--- src/rtl/riscv_if_pkg.sv ---
// Shared IF-stage definitions: prefetch FSM state encoding and fetch address constants.
package riscv_if_pkg;

  typedef enum logic [1:0] {
    IDLE        = 2'd0,
    WAIT_GNT    = 2'd1,
    WAIT_RVALID = 2'd2,
    WAIT_ABORT  = 2'd3
  } prefetch_state_e;

  localparam logic [31:0] WORD_INC   = 32'h0000_0004;
  localparam logic [31:0] ALIGN_MASK = 32'hFFFF_FFFC;

endpackage

--- src/rtl/riscv_prefetch_ctrl.sv ---
// Instruction prefetch controller: single-outstanding request/grant/rvalid fetcher
// feeding the fetch FIFO, with branch and hardware-loop redirects.
module riscv_prefetch_ctrl
  import riscv_if_pkg::*;
#(
  parameter logic [31:0] BOOT_ADDR = 32'h0000_0000
) (
  input  logic        clk,
  input  logic        rst_n,
  input  logic        fetch_en_i,
  input  logic        branch_i,
  input  logic [31:0] branch_addr_i,
  input  logic        hwlp_jump_i,
  input  logic [31:0] hwlp_target_i,
  output logic        fifo_valid_o,
  output logic [31:0] fifo_addr_o,
  output logic [31:0] fifo_rdata_o,
  output logic        fifo_is_hwlp_o,
  input  logic        fifo_ready_i,
  output logic        fifo_clear_o,
  output logic        instr_req_o,
  output logic [31:0] instr_addr_o,
  input  logic        instr_gnt_i,
  input  logic        instr_rvalid_i,
  input  logic [31:0] instr_rdata_i,
  output logic        busy_o
);

  prefetch_state_e state_q, state_d;
  logic [31:0]     fetch_addr_q, fetch_addr_d;
  logic [31:0]     rsp_addr_q, rsp_addr_d;
  logic [31:0]     tgt_addr_q, tgt_addr_d;
  logic            first_q, first_d;
  logic            hwlp_q, hwlp_d;
  logic            abort_q, abort_d;

  logic            redirect;
  logic [31:0]     redir_tgt;
  logic            idle_like;
  logic            req;
  logic [31:0]     req_addr;
  logic            grant;
  logic            push;

  assign redirect  = branch_i | hwlp_jump_i;
  assign redir_tgt = branch_i ? branch_addr_i : hwlp_target_i;

  // A response arriving in WAIT_RVALID/WAIT_ABORT frees the single slot, so
  // that cycle may already issue the next request exactly as IDLE would.
  assign idle_like = (state_q == IDLE) ||
                     (((state_q == WAIT_RVALID) || (state_q == WAIT_ABORT)) && instr_rvalid_i);

  // NOTE: every signal driven here gets a default first so no latch is inferred.
  always_comb begin
    state_d  = state_q;
    req      = 1'b0;
    req_addr = fetch_addr_q;
    if (idle_like) begin
      req     = fetch_en_i & fifo_ready_i & ~redirect;
      state_d = req ? (instr_gnt_i ? WAIT_RVALID : WAIT_GNT) : IDLE;
    end else if (state_q == WAIT_GNT) begin
      // Address was captured when the request was raised; a redirect here must not move it.
      req      = 1'b1;
      req_addr = rsp_addr_q;
      if (instr_gnt_i) state_d = (abort_q | redirect) ? WAIT_ABORT : WAIT_RVALID;
    end else if (state_q == WAIT_RVALID) begin
      if (redirect) state_d = WAIT_ABORT;
    end
  end

  assign grant = req & instr_gnt_i;
  assign push  = (state_q == WAIT_RVALID) & instr_rvalid_i & ~redirect;

  always_comb begin
    fetch_addr_d = fetch_addr_q;
    rsp_addr_d   = req ? req_addr : rsp_addr_q;
    tgt_addr_d   = tgt_addr_q;
    first_d      = first_q;
    hwlp_d       = hwlp_q;
    abort_d      = abort_q;

    if (grant)                                abort_d = 1'b0;
    else if ((state_q == WAIT_GNT) && redirect) abort_d = 1'b1;

    // fetch_addr always holds the next word to request; it advances on grant.
    if (redirect) begin
      fetch_addr_d = redir_tgt & ALIGN_MASK;
      tgt_addr_d   = redir_tgt;
      first_d      = 1'b1;
      hwlp_d       = hwlp_jump_i & ~branch_i;
    end else begin
      if (grant && !abort_q) fetch_addr_d = req_addr + WORD_INC;
      if (push) begin
        first_d = 1'b0;
        hwlp_d  = 1'b0;
      end
    end
  end

  // NOTE: sequential state uses non-blocking assignments so all registers update together.
  always_ff @(posedge clk or negedge rst_n) begin
    if (!rst_n) begin
      state_q      <= IDLE;
      fetch_addr_q <= BOOT_ADDR & ALIGN_MASK;
      rsp_addr_q   <= '0;
      tgt_addr_q   <= '0;
      first_q      <= 1'b0;
      hwlp_q       <= 1'b0;
      abort_q      <= 1'b0;
    end else begin
      state_q      <= state_d;
      fetch_addr_q <= fetch_addr_d;
      rsp_addr_q   <= rsp_addr_d;
      tgt_addr_q   <= tgt_addr_d;
      first_q      <= first_d;
      hwlp_q       <= hwlp_d;
      abort_q      <= abort_d;
    end
  end

  assign instr_req_o    = req;
  assign instr_addr_o   = req ? req_addr : '0;
  assign fifo_valid_o   = push;
  assign fifo_addr_o    = push ? (first_q ? tgt_addr_q : rsp_addr_q) : '0;
  assign fifo_rdata_o   = push ? instr_rdata_i : '0;
  assign fifo_is_hwlp_o = push & hwlp_q;
  assign fifo_clear_o   = branch_i;
  assign busy_o         = (state_q != IDLE);

endmodule

--- config.mk ---
export PLATFORM = sky130hd
export DESIGN_NAME = riscv_prefetch_ctrl
export DESIGN_NICKNAME = d
export VERILOG_FILES = /design/src/rtl/riscv_if_pkg.sv /design/src/rtl/riscv_prefetch_ctrl.sv
export SDC_FILE = /design/constraint.sdc
export NUM_CORES = 1
export LEC_CHECK = 0
export CAP_MARGIN = 20
export CORE_ASPECT_RATIO = 1.4
export CORE_MARGIN = 1.5
export CORE_UTILIZATION = 61
export CTS_CLUSTER_DIAMETER = 100
export DETAILED_ROUTE_END_ITERATION = 6
export DONT_BUFFER_PORTS = 1
export GPL_TIMING_DRIVEN = 0
export PLACE_DENSITY = 0.87
export SLEW_MARGIN = 10
export SYNTH_ARGS = -nofsm -noshare
export SYNTH_HDL_FRONTEND = slang
export SYNTH_SLANG_ARGS = --single-unit
--- constraint.sdc ---
create_clock -name clk -period 4.9 [get_ports clk]
set_input_delay 1.47 -clock clk [delete_from_list [all_inputs] [get_ports clk]]
set_output_delay 1.47 -clock clk [all_outputs]
set_load 0.1 [all_outputs]
; ---- After elaboration in Yosys (flattened, before gate mapping)
; Cells that the tools add are included.
; Widths: inputs -> output; s select.
[word_totals]
out_inout_bits = 101
in_bits = 104
regBits = 101
[classes]
mux = 24
eq_ne = 4
reduce_logical = 14
n_addsub = 1
bitwise = 11
[op_table]
columns = cell, count
row1 = $mux 32, 9
row2 = $add 32x3->32 const B, 1
row3 = $mux 2, 7
row4 = $mux 1, 8
row5 = $reduce_bool 2->1, 4
row6 = $and 1x1->1, 7
row7 = $reduce_bool 3->1, 2
row8 = $eq 2x2->1 const B, 2
row9 = $logic_and 1x1->1, 3
row10 = $ne 3x3->1 const B, 1
row11 = $reduce_and 3->1, 1
row12 = $eq 2x1->1 const B, 1
row13 = $logic_not 2->1, 1
row14 = $logic_or 1x1->1, 2
row15 = $not 1->1, 2
row16 = $or 1x1->1, 2
row17 = $logic_not 1->1, 1

; ---- Logic depth before layout (Yosys ltp)
[depth]
ltp_word = 9
mapped_depth = 12
mapped_depth_nobuf = 9

; ---- Worst setup path before layout
; Ideal clock, no wire load.
[synth_timing]
path_kind = input port to output port
start = input branch_i
end = output fifo_rdata_o[22]
t_required_ns = 3.430
n_path_buf = 1
arrival_time_ns = 3.824
path_slack_ns = -0.394
stages = 5
cell_sequence = nor2_1 -> nand4_1 -> inv_1 -> clkbuf_1 -> and2_1
[synth_between]
elab_chain_len = 4
[synth_lines]
columns = element, line
row1 = from (decl), riscv_prefetch_ctrl.sv:11  ; input logic branch_i,
row2 = $or 1x1->1, riscv_prefetch_ctrl.sv:45  ; assign redirect = branch_i | hwlp_jump_i;
row3 = $not 1->1, riscv_prefetch_ctrl.sv:72  ; assign push = (state_q == WAIT_RVALID) & instr_rvalid_i & ~redirect;
row4 = $and 1x1->1, riscv_prefetch_ctrl.sv:72
row5 = named net fifo_valid_o, riscv_prefetch_ctrl.sv:15  ; output logic fifo_valid_o,
row6 = $mux 32, riscv_prefetch_ctrl.sv:125  ; assign fifo_rdata_o = push ? instr_rdata_i : '0;
row7 = to (decl), riscv_prefetch_ctrl.sv:17  ; output logic [31:0] fifo_rdata_o,
; The timed path passes the listed nets, and every way through them passes these cells.

; ---- Worst setup path after layout
[layout_timing]
start = input hwlp_jump_i
end = output instr_addr_o[12]
[layout_between]
elab_chain_len = 5
[layout_lines]
columns = element, line
row1 = from (decl), riscv_prefetch_ctrl.sv:13  ; input logic hwlp_jump_i,
row2 = $or 1x1->1, riscv_prefetch_ctrl.sv:45
row3 = $not 1->1, riscv_prefetch_ctrl.sv:59  ; req = fetch_en_i & fifo_ready_i & ~redirect;
row4 = $and 1x1->1, riscv_prefetch_ctrl.sv:59
row5 = $mux 1, riscv_prefetch_ctrl.sv:58  ; if (idle_like) begin
row6 = $mux 32, riscv_prefetch_ctrl.sv:122  ; assign instr_addr_o = req ? req_addr : '0;
row7 = to (decl), riscv_prefetch_ctrl.sv:22  ; output logic [31:0] instr_addr_o,
; No other way between the ends.

==> impl_metrics.env <==
export IMPL_status="finished with violations"
export IMPL_violations="negative setup slack"
export IMPL_grt_start_max_net_pins=102
export IMPL_root_buffer="clkbuf_16"
export IMPL_crit_start="hwlp_jump_i"
export IMPL_rsz0062_at_grt="yes"
export IMPL_dpl_hpwl_um=14800
export IMPL_final_hold_viol_count=0
export IMPL_setup_ws_ns=-0.209
export IMPL_crit_type="in -> out"
export IMPL_area_growth_synth_to_final_pct=15.8
export IMPL_regToRegStartpoint="state_q[1]"
export IMPL_io_buffers=0
export IMPL_crit_path_start_kind="input port"
export IMPL_grt_usage=0.400
export IMPL_initial_core_util=0.624
export IMPL_wl_per_cell_um=24.9
export IMPL_cts_path_max_buffers=2
export IMPL_via_count=5597
export IMPL_clk_pin_slew_ns=0.07
export IMPL_fmax_mhz=196
export IMPL_ys_ff_latch=101
export IMPL_placed_cell_area_um2=6620
export IMPL_yosysMostFrequentCell="nor2_1"
export IMPL_whs_path_depth=1
export IMPL_first_iter_violations=638
export IMPL_relSlewSlack=0.120
export IMPL_wirelength_um=21000
export IMPL_r2r_cells=12
export IMPL_vias_per_cell=6.62
export IMPL_ant_nets=0
export IMPL_placeableCoreArea_um2=9900
export IMPL_async_flop_share=1.00
export IMPL_antenna_found_initial=4
export IMPL_period_share=1.04
export IMPL_cts_setup_buffers=0
export IMPL_io_pins=205
export IMPL_cts_tree="done"
export IMPL_setup_viol=30
export IMPL_synth_enable_flop_cells=0
export IMPL_grt_ovfl_total=0
export IMPL_netlist_top_cell_by_area="dfrtp_1"
export IMPL_grt_pass1_wl_um=31100
export IMPL_cp_max_fo=10
export IMPL_syn_nets=791
export IMPL_clk_latency_ns=0.36
export IMPL_drv_slew=0
export IMPL_cts_buffers=9
export IMPL_ys_seq_area_frac=0.409
export IMPL_place_congestion=0.960
export IMPL_drc=0
export IMPL_num_rows=43
export IMPL_power_leakage_nw=3.21
export IMPL_design_area_um2=7160
export IMPL_grt_pass1_vias=5548
export IMPL_min_path_type="reg -> reg"
export IMPL_min_period_ns=5.11
export IMPL_dr_pass1_iters=6
export IMPL_cpMaxStageDelayCell="buf_1"
export IMPL_max_stage_delay_ns=1.00
export IMPL_worstMarginPinSlew_ns=1.32
export IMPL_cts_sinks=101
export IMPL_dieArea_um2=10800
export IMPL_fin_nets=807
export IMPL_yosysUniqueCellTypes=56
export IMPL_cap_violations=0
export IMPL_worstPathArrival_ns=3.64
export IMPL_syn_area_per_cell_um2=9.01
export IMPL_synth_common_cells="nor2_1 (104), dfrtp_1 (101), mux2i_1 (67)"
export IMPL_die_height_um=122
export IMPL_syn_inst=686
export IMPL_cp_end_kind="output port"
export IMPL_yosys_top_cells_area="dfrtp_1 (41%), mux2i_1 (11%), nor2_1 (6.3%)"
export IMPL_power_w=0.00500
export IMPL_ys_flop_type="dfrtp_1"
export IMPL_syn_area_um2=6180
export IMPL_yosysTopAreaCellShare=0.409
export IMPL_hold_start="tgt_addr_q[10]"
export IMPL_power_density_nw_per_um2=699
export IMPL_finClkSkew_ns=0.00692
export IMPL_yosysWarnings=0
export IMPL_h_tree_depth=3
export IMPL_cp_required_ns=3.43
export IMPL_die_width_um=88.1
export IMPL_ir_worst_vdd_mv=0.398
export IMPL_crit_chain="and4bb_2 > o21bai_1 > and2_1 > buf_2 > buf_1 > nor2_4"
export IMPL_drive_gt1_frac=0.209
## flip-flops by register name, summed over array words and instances (netlist names)
| register | count |
|---|---|
| abort_q | 1 |
| state_q | 2 |
| tgt_addr_q | 32 |
| fetch_addr_q | 32 |
| rsp_addr_q | 32 |
| first_q | 1 |
| hwlp_q | 1 |
## logic make-up (layout without fill, tap and decap cells)
kind of cell    after synthesis  in the layout  share of synthesized area
flops                       101            101                      0.409
compound gates              161            161                      0.169
mux                          81             81                      0.135
simple gates                268            268                      0.216
other cells                   0              4                          0
xor+xnor                     26             26                     0.0368
buf+inv                      48             69                     0.0334
fa+ha+maj                     1              1                    0.00202
## cell usage in the layout (no fill, tap or decap), types with 3 or more instances in the layout
| cell | Yosys | routed |
|---|---|---|
| a22oi_1 | 5 | 5 |
| nand4b_1 | 3 | 3 |
| xor2_1 | 5 | 5 |
| a21oi_1 | 57 | 54 |
| o21ai_0 | 17 | 17 |
| xnor2_1 | 21 | 21 |
| buf_1 | 8 | 9 |
| nor2_1 | 104 | 46 |
| nor3_1 | 4 | 4 |
| and2_4 | 0 | 3 |
| nand3b_1 | 3 | 3 |
| and3_1 | 4 | 4 |
| a21boi_0 | 17 | 17 |
| a21oi_2 | 0 | 3 |
| mux2i_1 | 67 | 67 |
| nand2_1 | 61 | 61 |
| nand4_1 | 5 | 5 |
| and2_2 | 0 | 29 |
| buf_2 | 3 | 3 |
| nor2_2 | 0 | 24 |
| nand3_1 | 7 | 7 |
| mux2_2 | 12 | 12 |
| nand2b_1 | 25 | 25 |
| a22o_1 | 5 | 5 |
| inv_1 | 4 | 4 |
| clkbuf_16 | 0 | 9 |
| buf_16 | 0 | 4 |
| dfrtp_1 | 101 | 101 |
| inv_6 | 0 | 3 |
| clkbuf_1 | 28 | 27 |
| a221o_1 | 3 | 3 |
| o22ai_1 | 17 | 17 |
| a21o_1 | 27 | 27 |
| diode_2 | 0 | 4 |
| nor2_4 | 0 | 34 |
| and2_1 | 38 | 6 |
## layout make-up
cell class	instances	area [µm²]
flip-flops and latches	101	2530
multi-input cells	537	3820
clock inverters	6	68.8
fillers	755	2740
diodes	4	10.0
plain buffers	43	191
well taps	135	169
clock buffers	10	239
repair buffers	5	114
inverters	5	18.8
## metrics by stage
| step | std cells | hold slack (ns) | TNS [ns] | utilization | setup WS, ns |
|---|---|---|---|---|---|
| finish | 846 | 0.481 | -5.51 | 0.723 | -0.209 |
| global route | 845 | 0.504 | -7.85 | 0.723 | -0.281 |
| CTS | 842 | 0.482 | -3.80 | 0.704 | -0.195 |
| detailed placement | 826 | 0.466 | -5.85 | 0.669 | -0.280 |
| global placement | 821 | 0.458 | -17.05 | 0.646 | -0.755 |
| floorplan | 686 | 0.446 | -2.27 | - | -0.383 |
## per-layer routing
layer | vias up | routed length (µm) | global-route usage
met5 | - | 0 | 0
met2 | 360 | 10500 | 0.631
met1 | 2742 | 7200 | 0.452
li1 | 2420 | - | -
met3 | 75 | 2210 | 0.140
met4 | 0 | 1150 | 0.266
## power breakdown
group	switching, W	internal, W	leakage (nW)
Clock	0.000345	0.000415	0.150
Sequential	0.000214	0.00105	1.19
Combinational	0.00226	0.000726	1.87
Total	0.00281	0.00219	3.21
## worst max-delay path: cells and delay by family
kind                   cells  cell delay (ns)
AOI/OAI and AO/OA          1             0.16
buffers and inverters      2             1.24
and+or+nand+nor            3             0.75
## final timing paths
kind	to	slack (ns)
worst max-delay path	instr_addr_o[12]	-0.21
worst min-delay path	tgt_addr_q[10]	0.48
worst max register to register	fetch_addr_q[28]	1.04
worst min register to register	tgt_addr_q[10]	0.48
max in group asynchronous	fetch_addr_q[1]	3.94
min in group asynchronous	tgt_addr_q[6]	0.79
## timing repair
item / 4_1_cts / 5_1_grt
gates resized for setup: 17 / 54
hold buffers: 0 / 0
setup endpoints to repair: 39 / 79
Note: power is estimated with default switching activity, not from simulation.
